==> config.mk <==
export PLATFORM = sky130hd
export DESIGN_NAME = mem_bus_ctrl
export DESIGN_NICKNAME = d
export VERILOG_FILES = /design/src/rtl/mem_bus_pkg.sv /design/src/rtl/wait_counter.sv /design/src/rtl/mem_bus_ctrl.sv
export SDC_FILE = /design/constraint.sdc
export NUM_CORES = 1
export LEC_CHECK = 0
export ABC_AREA = 0
export CAP_MARGIN = 30
export CORE_ASPECT_RATIO = 0.7
export CORE_MARGIN = 2
export CORE_UTILIZATION = 36
export DETAILED_ROUTE_END_ITERATION = 8
export DONT_BUFFER_PORTS = 1
export REMOVE_ABC_BUFFERS = 1
export SYNTH_ARGS = -nofsm -noshare
export SYNTH_HDL_FRONTEND = slang
export SYNTH_SLANG_ARGS = --single-unit
export TNS_END_PERCENT = 50
==> constraint.sdc <==
create_clock -name CLK_n -period 1.8 [get_ports CLK_n]
set_clock_uncertainty 0.15 [all_clocks]
set_input_delay 0.36 -clock CLK_n [delete_from_list [all_inputs] [get_ports CLK_n]]
set_output_delay 0.36 -clock CLK_n [all_outputs]
set_load 0.01 [all_outputs]
==> src/rtl/mem_bus_pkg.sv <==
// Shared types and constants for the memory-side bus controller and its wait counter.
package mem_bus_pkg;

    localparam int CNT_W = 4;

    typedef enum logic [1:0] {
        IDLE,
        WAITING,
        ACTIVE
    } state_t;

    typedef enum logic {
        SEL_ROM,
        SEL_RAM
    } sel_t;

endpackage

==> src/rtl/wait_counter.sv <==
// Loadable down-counter; tc flags the last wait cycle (count == 1) so the owner
// can leave its wait state on the following edge.
module wait_counter
    import mem_bus_pkg::*;
(
    input  logic             clk,
    input  logic             rst,
    input  logic             load,
    input  logic [CNT_W-1:0] load_val,
    input  logic             en,
    output logic             tc
);

    logic [CNT_W-1:0] count;

    always_ff @(posedge clk) begin
        if (rst) begin
            count <= '0;
        end else if (load) begin
            count <= load_val;
        end else if (en && count != '0) begin
            count <= count - 1'b1;
        end
    end

    assign tc = (count == CNT_W'(1));

endmodule

==> src/rtl/mem_bus_ctrl.sv <==
// T80 memory-cycle decoder: registered ROM/RAM strobes, programmable wait states,
// sticky bus-error flag and a wrapping completed-read counter.
//
// state   | meaning
// IDLE    | no access; all strobes and WAIT_n high
// WAITING | strobes low, WAIT_n low while the wait counter runs
// ACTIVE  | strobes held, WAIT_n high until MREQ_n is sampled high
module mem_bus_ctrl
    import mem_bus_pkg::*;
#(
    parameter int ROM_WAIT = 1,
    parameter int RAM_WAIT = 0
) (
    input  logic        CLK_n,
    input  logic        RESET,
    input  logic [15:0] A,
    input  logic        MREQ_n,
    input  logic        RD_n,
    input  logic        WR_n,
    input  logic        RFSH_n,
    output logic        WAIT_n,
    output logic        ROM_CE_n,
    output logic        ROM_OE_n,
    output logic [14:0] ROM_A,
    output logic        RAM_CE_n,
    output logic        RAM_OE_n,
    output logic        RAM_WE_n,
    output logic [14:0] RAM_A,
    output logic        BUS_ERR,
    output logic [15:0] RD_CNT
);

    localparam logic [CNT_W-1:0] ROM_WAIT_V = CNT_W'(ROM_WAIT);
    localparam logic [CNT_W-1:0] RAM_WAIT_V = CNT_W'(RAM_WAIT);

    state_t           state;
    sel_t             req_sel;
    logic             req;
    logic             conflict;
    logic [CNT_W-1:0] req_wait;
    logic             is_rd;
    logic             cnt_load;
    logic             cnt_en;
    logic             cnt_tc;

    always_comb begin
        req      = !MREQ_n && RFSH_n && (RD_n ^ WR_n);
        conflict = !MREQ_n && RFSH_n && !RD_n && !WR_n;
        req_sel  = A[15] ? SEL_RAM : SEL_ROM;
        req_wait = (req_sel == SEL_RAM) ? RAM_WAIT_V : ROM_WAIT_V;
        cnt_load = (state == IDLE) && req && (req_wait != '0);
        cnt_en   = (state == WAITING);
    end

    wait_counter u_wait_counter (
        .clk      (CLK_n),
        .rst      (RESET),
        .load     (cnt_load),
        .load_val (req_wait),
        .en       (cnt_en),
        .tc       (cnt_tc)
    );

    always_ff @(posedge CLK_n) begin
        if (RESET) begin
            state    <= IDLE;
            is_rd    <= 1'b0;
            WAIT_n   <= 1'b1;
            ROM_CE_n <= 1'b1;
            ROM_OE_n <= 1'b1;
            RAM_CE_n <= 1'b1;
            RAM_OE_n <= 1'b1;
            RAM_WE_n <= 1'b1;
            ROM_A    <= '0;
            RAM_A    <= '0;
            BUS_ERR  <= 1'b0;
            RD_CNT   <= '0;
        end else begin
            case (state)
                IDLE: begin
                    if (conflict) begin
                        BUS_ERR <= 1'b1;
                    end else if (req) begin
                        is_rd <= !RD_n;
                        if (req_sel == SEL_ROM) ROM_A <= A[14:0];
                        else                    RAM_A <= A[14:0];
                        // A ROM write still runs its wait states so CPU timing is unchanged.
                        if (req_sel == SEL_ROM && !WR_n) BUS_ERR <= 1'b1;
                        ROM_CE_n <= !(req_sel == SEL_ROM && !RD_n);
                        ROM_OE_n <= !(req_sel == SEL_ROM && !RD_n);
                        RAM_CE_n <= !(req_sel == SEL_RAM);
                        RAM_OE_n <= !(req_sel == SEL_RAM && !RD_n);
                        RAM_WE_n <= !(req_sel == SEL_RAM && !WR_n);
                        if (req_wait != '0) begin
                            state  <= WAITING;
                            WAIT_n <= 1'b0;
                        end else begin
                            state  <= ACTIVE;
                        end
                    end
                end
                WAITING: begin
                    if (MREQ_n) begin
                        state    <= IDLE;
                        WAIT_n   <= 1'b1;
                        ROM_CE_n <= 1'b1;
                        ROM_OE_n <= 1'b1;
                        RAM_CE_n <= 1'b1;
                        RAM_OE_n <= 1'b1;
                        RAM_WE_n <= 1'b1;
                    end else if (cnt_tc) begin
                        state  <= ACTIVE;
                        WAIT_n <= 1'b1;
                    end
                end
                ACTIVE: begin
                    if (MREQ_n) begin
                        state    <= IDLE;
                        ROM_CE_n <= 1'b1;
                        ROM_OE_n <= 1'b1;
                        RAM_CE_n <= 1'b1;
                        RAM_OE_n <= 1'b1;
                        RAM_WE_n <= 1'b1;
                        if (is_rd) RD_CNT <= RD_CNT + 1'b1;
                    end
                end
                default: state <= IDLE;
            endcase
        end
    end

endmodule

==> out/metrics.csv <==
stage,metric,value,unit
run_status,status,finished clean,
routing,dr_wl_met2,2670,µm
floorplan,die_area,7586,µm²
synthesis,synth_edf_count,0,
routing,drt_pre_antenna_iters,4,
synthesis,synthTopCellsByCount,"nand2_1 (69), dfxtp_1 (59), a21oi_1 (41)",
floorplan,rows,25,
worst_setup_path,crit_type,flop to flop,
worst_setup_path,r2r_end,WAIT_n$_SDFFE_PP1P_,
clock_network,cts_buffers,9,
layout,area_delta_synth_final,29.79,%
synthesis,synthCells,299,
timing,hold_ws,0.01967,ns
placement,io_buffers,0,
routing,wl_per_cell,14.05,µm
power,ir_drop,0.0004951,V
worst_setup_path,path_cells,inv_4 > buf_4 > ha_4 > nand2b_1 > or3_4 > o21a_1 > a211o_1,
timing,relSlewSlack,77.60,%
power,pwr_density_cell,1075,nW/µm²
floorplan,fp.dieW,103.3,µm
routing,totalWireLength,6056,µm
clock_network,clockBufferDepth,2,
layout,final_nets,360,
grt,grt_pass1_wl,9480,µm
layout,drive_gt1_share,18.40,%
timing,tightestPinTransition,0.3337,ns
worst_setup_path,endpoint_kind,flop,
synthesis,seq_area_frac_synth,47.58,%
clock_network,htreeDepth,3,
floorplan,design.core.area,6725,µm²
worst_setup_path,r2r_start,state[0]$_SDFFE_PP0P_,
job,drv_cap,0,
worst_setup_path,worst-r2r-setup-slack,0.03,ns
min_path,hp-class,primary input to flop,
grt,grt-ovfl-total,0,
synthesis,synth.avg_cell_area,8.302,µm²
worst_setup_path,crit_end,WAIT_n$_SDFFE_PP1P_,
clock_network,clock-sinks,59,
synthesis,ys.flop_type,dfxtp_1,
floorplan,start_util,36.91,%
routing,dr_wl_met3,496,µm
min_path,min-delay-start,A[9],
grt,grt_max_degree,56,
layout,diodes,0,
timing,fin_crit,1.766,ns
synthesis,ys_types,39,
worst_setup_path,critical_path_depth,7,
synthesis,yosysWarnings,0,
timing,finalSetupTns,0,ns
timing,setup_viol,0,
routing,drtIter0Drc,92,
worst_setup_path,worst-path-buf-inv,2,
synthesis,syn_area,2482,µm²
worst_setup_path,cp.required,1.88,ns
worst_setup_path,slowest_delay,0.34,ns
placement,dp.cells,396,
grt,grtUsageTotal,16.39,%
synthesis,async_flop_share,0,%
synthesis,synth_area_leaders,"dfxtp_1 (48%), nand2_1 (10%), a21oi_1 (8.3%)",
synthesis,ys_ff_latch,59,
timing,finalMaxSlewViolations,0,
clock_network,clkTransAtPathRegs,0.07,ns
routing,route.detailed.drc,0,
synthesis,synth_top_area_cell,dfxtp_1,
layout,fin_util,47.91,%
clock_network,clk_latency,0.33,ns
timing,finalCritPeriodShare,98.14,%
grt,antenna_found_initial,0,
timing,fmax,566.1,MHz
worst_setup_path,cp_max_fo,5,
clock_network,cts_tree,yes,
placement,dpl.hpwl,3951,µm
worst_setup_path,r2r_cells,7,
placement,gp_congestion,0.7572,
worst_setup_path,cp_slowest_cell,dfxtp_2,
worst_setup_path,crit_path_start,state[0]$_SDFFE_PP0P_,
routing,top_layer,met4,
worst_setup_path,startpoint_type,flop,
layout,stdcell_count,431,
worst_setup_path,crit_arrival,1.84,ns
routing,vias,2118,
power,power.leakage,0.001125,µW
routing,m1WireLength,2857,µm
timing,timing.final.hold_violations,0,
routing,ant_nets,0,
floorplan,die_y,73.48,µm
worst_setup_path,critPathTopFamily,compound AO/OA/AOI/OAI gates,
synthesis,synth_top_area_share,47.58,%
floorplan,ioPinCount,75,
grt,grt_pass1_vias,1961,
routing,viasPerCell,4.914,
timing,rsz0062_at_grt,true,
synthesis,yosysMostFrequentCell,nand2_1,
clock_network,cts_root_buf,clkbuf_8,
## worst min path at each step
stage                                  to  slack (ns)  depth (start not counted)
floorplan           RAM_A[0]$_SDFFE_PP0P_        0.28                          1
global placement    ROM_A[0]$_SDFFE_PP0P_        0.28                          1
CTS                 RAM_A[5]$_SDFFE_PP0P_      0.0009                          2
detailed placement  ROM_A[0]$_SDFFE_PP0P_        0.28                          1
global route        RAM_A[9]$_SDFFE_PP0P_       0.005                          2
finish              RAM_A[9]$_SDFFE_PP0P_        0.02                          2
## what timing repair did
item	in CTS	in global routing
resized for setup	8	13
endpoints found under the hold margin	55	0
pin swaps	3	5
gates cloned	0	0
buffers inserted	2	2
setup endpoints to repair	2	43
hold buffers	15	0
## cell usage in the layout, fill, tap and decap left out, types with 2 or more instances in the layout
| cell type | netlist | final |
|---|---|---|
| nand2_1 | 69 | 68 |
| dfxtp_1 | 59 | 58 |
| a21oi_1 | 41 | 37 |
| buf_4 | 1 | 22 |
| nor2_1 | 20 | 20 |
| dlygate4sd3_1 | 0 | 14 |
| clkbuf_8 | 0 | 9 |
| xor2_1 | 8 | 8 |
| xnor2_1 | 7 | 7 |
| inv_1 | 7 | 6 |
| nor3_1 | 6 | 6 |
| nand4_1 | 5 | 5 |
| mux2i_1 | 5 | 5 |
| nand2b_1 | 4 | 4 |
| nand3_1 | 4 | 4 |
| a21oi_2 | 0 | 4 |
| o31ai_1 | 5 | 4 |
| o21ai_0 | 4 | 4 |
| ha_1 | 6 | 4 |
| buf_12 | 0 | 4 |
| or3_1 | 4 | 3 |
| and3_1 | 3 | 3 |
| clkinvlp_4 | 0 | 3 |
| or4_4 | 0 | 2 |
| or4_1 | 4 | 2 |
| a211o_1 | 2 | 2 |
| ha_4 | 0 | 2 |
| bufinv_16 | 0 | 2 |
## cells by family after synthesis
kind of cell    synth area share [%]
compound gates                 13.26
xor+xnor                       5.292
fa+ha+maj                      3.024
buf+inv                        4.133
flops                          47.58
mux                            2.470
simple gates                   24.24
## sequential cells by signal, indices dropped and copies added (netlist names)
signal	flops
RD_CNT	16
RAM_A	15
ROM_A	15
u_wait_counter.count	4
state	2
BUS_ERR	1
RAM_CE_n	1
RAM_OE_n	1
RAM_WE_n	1
ROM_OE_n	1
WAIT_n	1
is_rd	1
## per-layer routing
layer / global-route usage (%) / vias up
li1: - / 1080
met1: 21.76 / 982
met2: 23.74 / 54
met3: 7.707 / 2
met4: 4.825 / 0
met5: 0 / -
## worst reg2reg max path, cell delays in order (launching register included)
cell      delay, ns
dfxtp_2        0.34
inv_4          0.07
buf_4          0.12
ha_4           0.14
nand2b_1       0.07
or3_4          0.33
o21a_1         0.19
a211o_1        0.26
## power by group
| part | total, µW | leakage [µW] | switching [µW] | internal (µW) |
|---|---|---|---|---|
| clock network | 1340 | 0.000102 | 551 | 785 |
| logic | 663 | 0.000545 | 327 | 335 |
| registers | 1470 | 0.000477 | 84.1 | 1380 |
| total | 3460 | 0.00112 | 962 | 2500 |
## cell type report
class	instances	area, µm²
sequential	59	1182
tap	94	117.6
fill	639	3503
clock buffer	9	123.9
clock inverter	7	100.1
timing repair buffer	40	385.4
inverter	7	28.78
multi-input combinational	215	1284
## metrics by stage
stage	total power [µW]	area [µm²]	setup WS (ns)
2_1_floorplan	1830	2406	-0.1099
3_3_place_gp	1994	2719	0.004240
3_5_place_dp	2003	2719	-0.1039
4_1_cts	3445	3144	0.003793
5_1_grt	3648	3222	-0.02449
6_report	3464	3222	0.03357
Note: power is estimated with default switching activity, not from simulation.
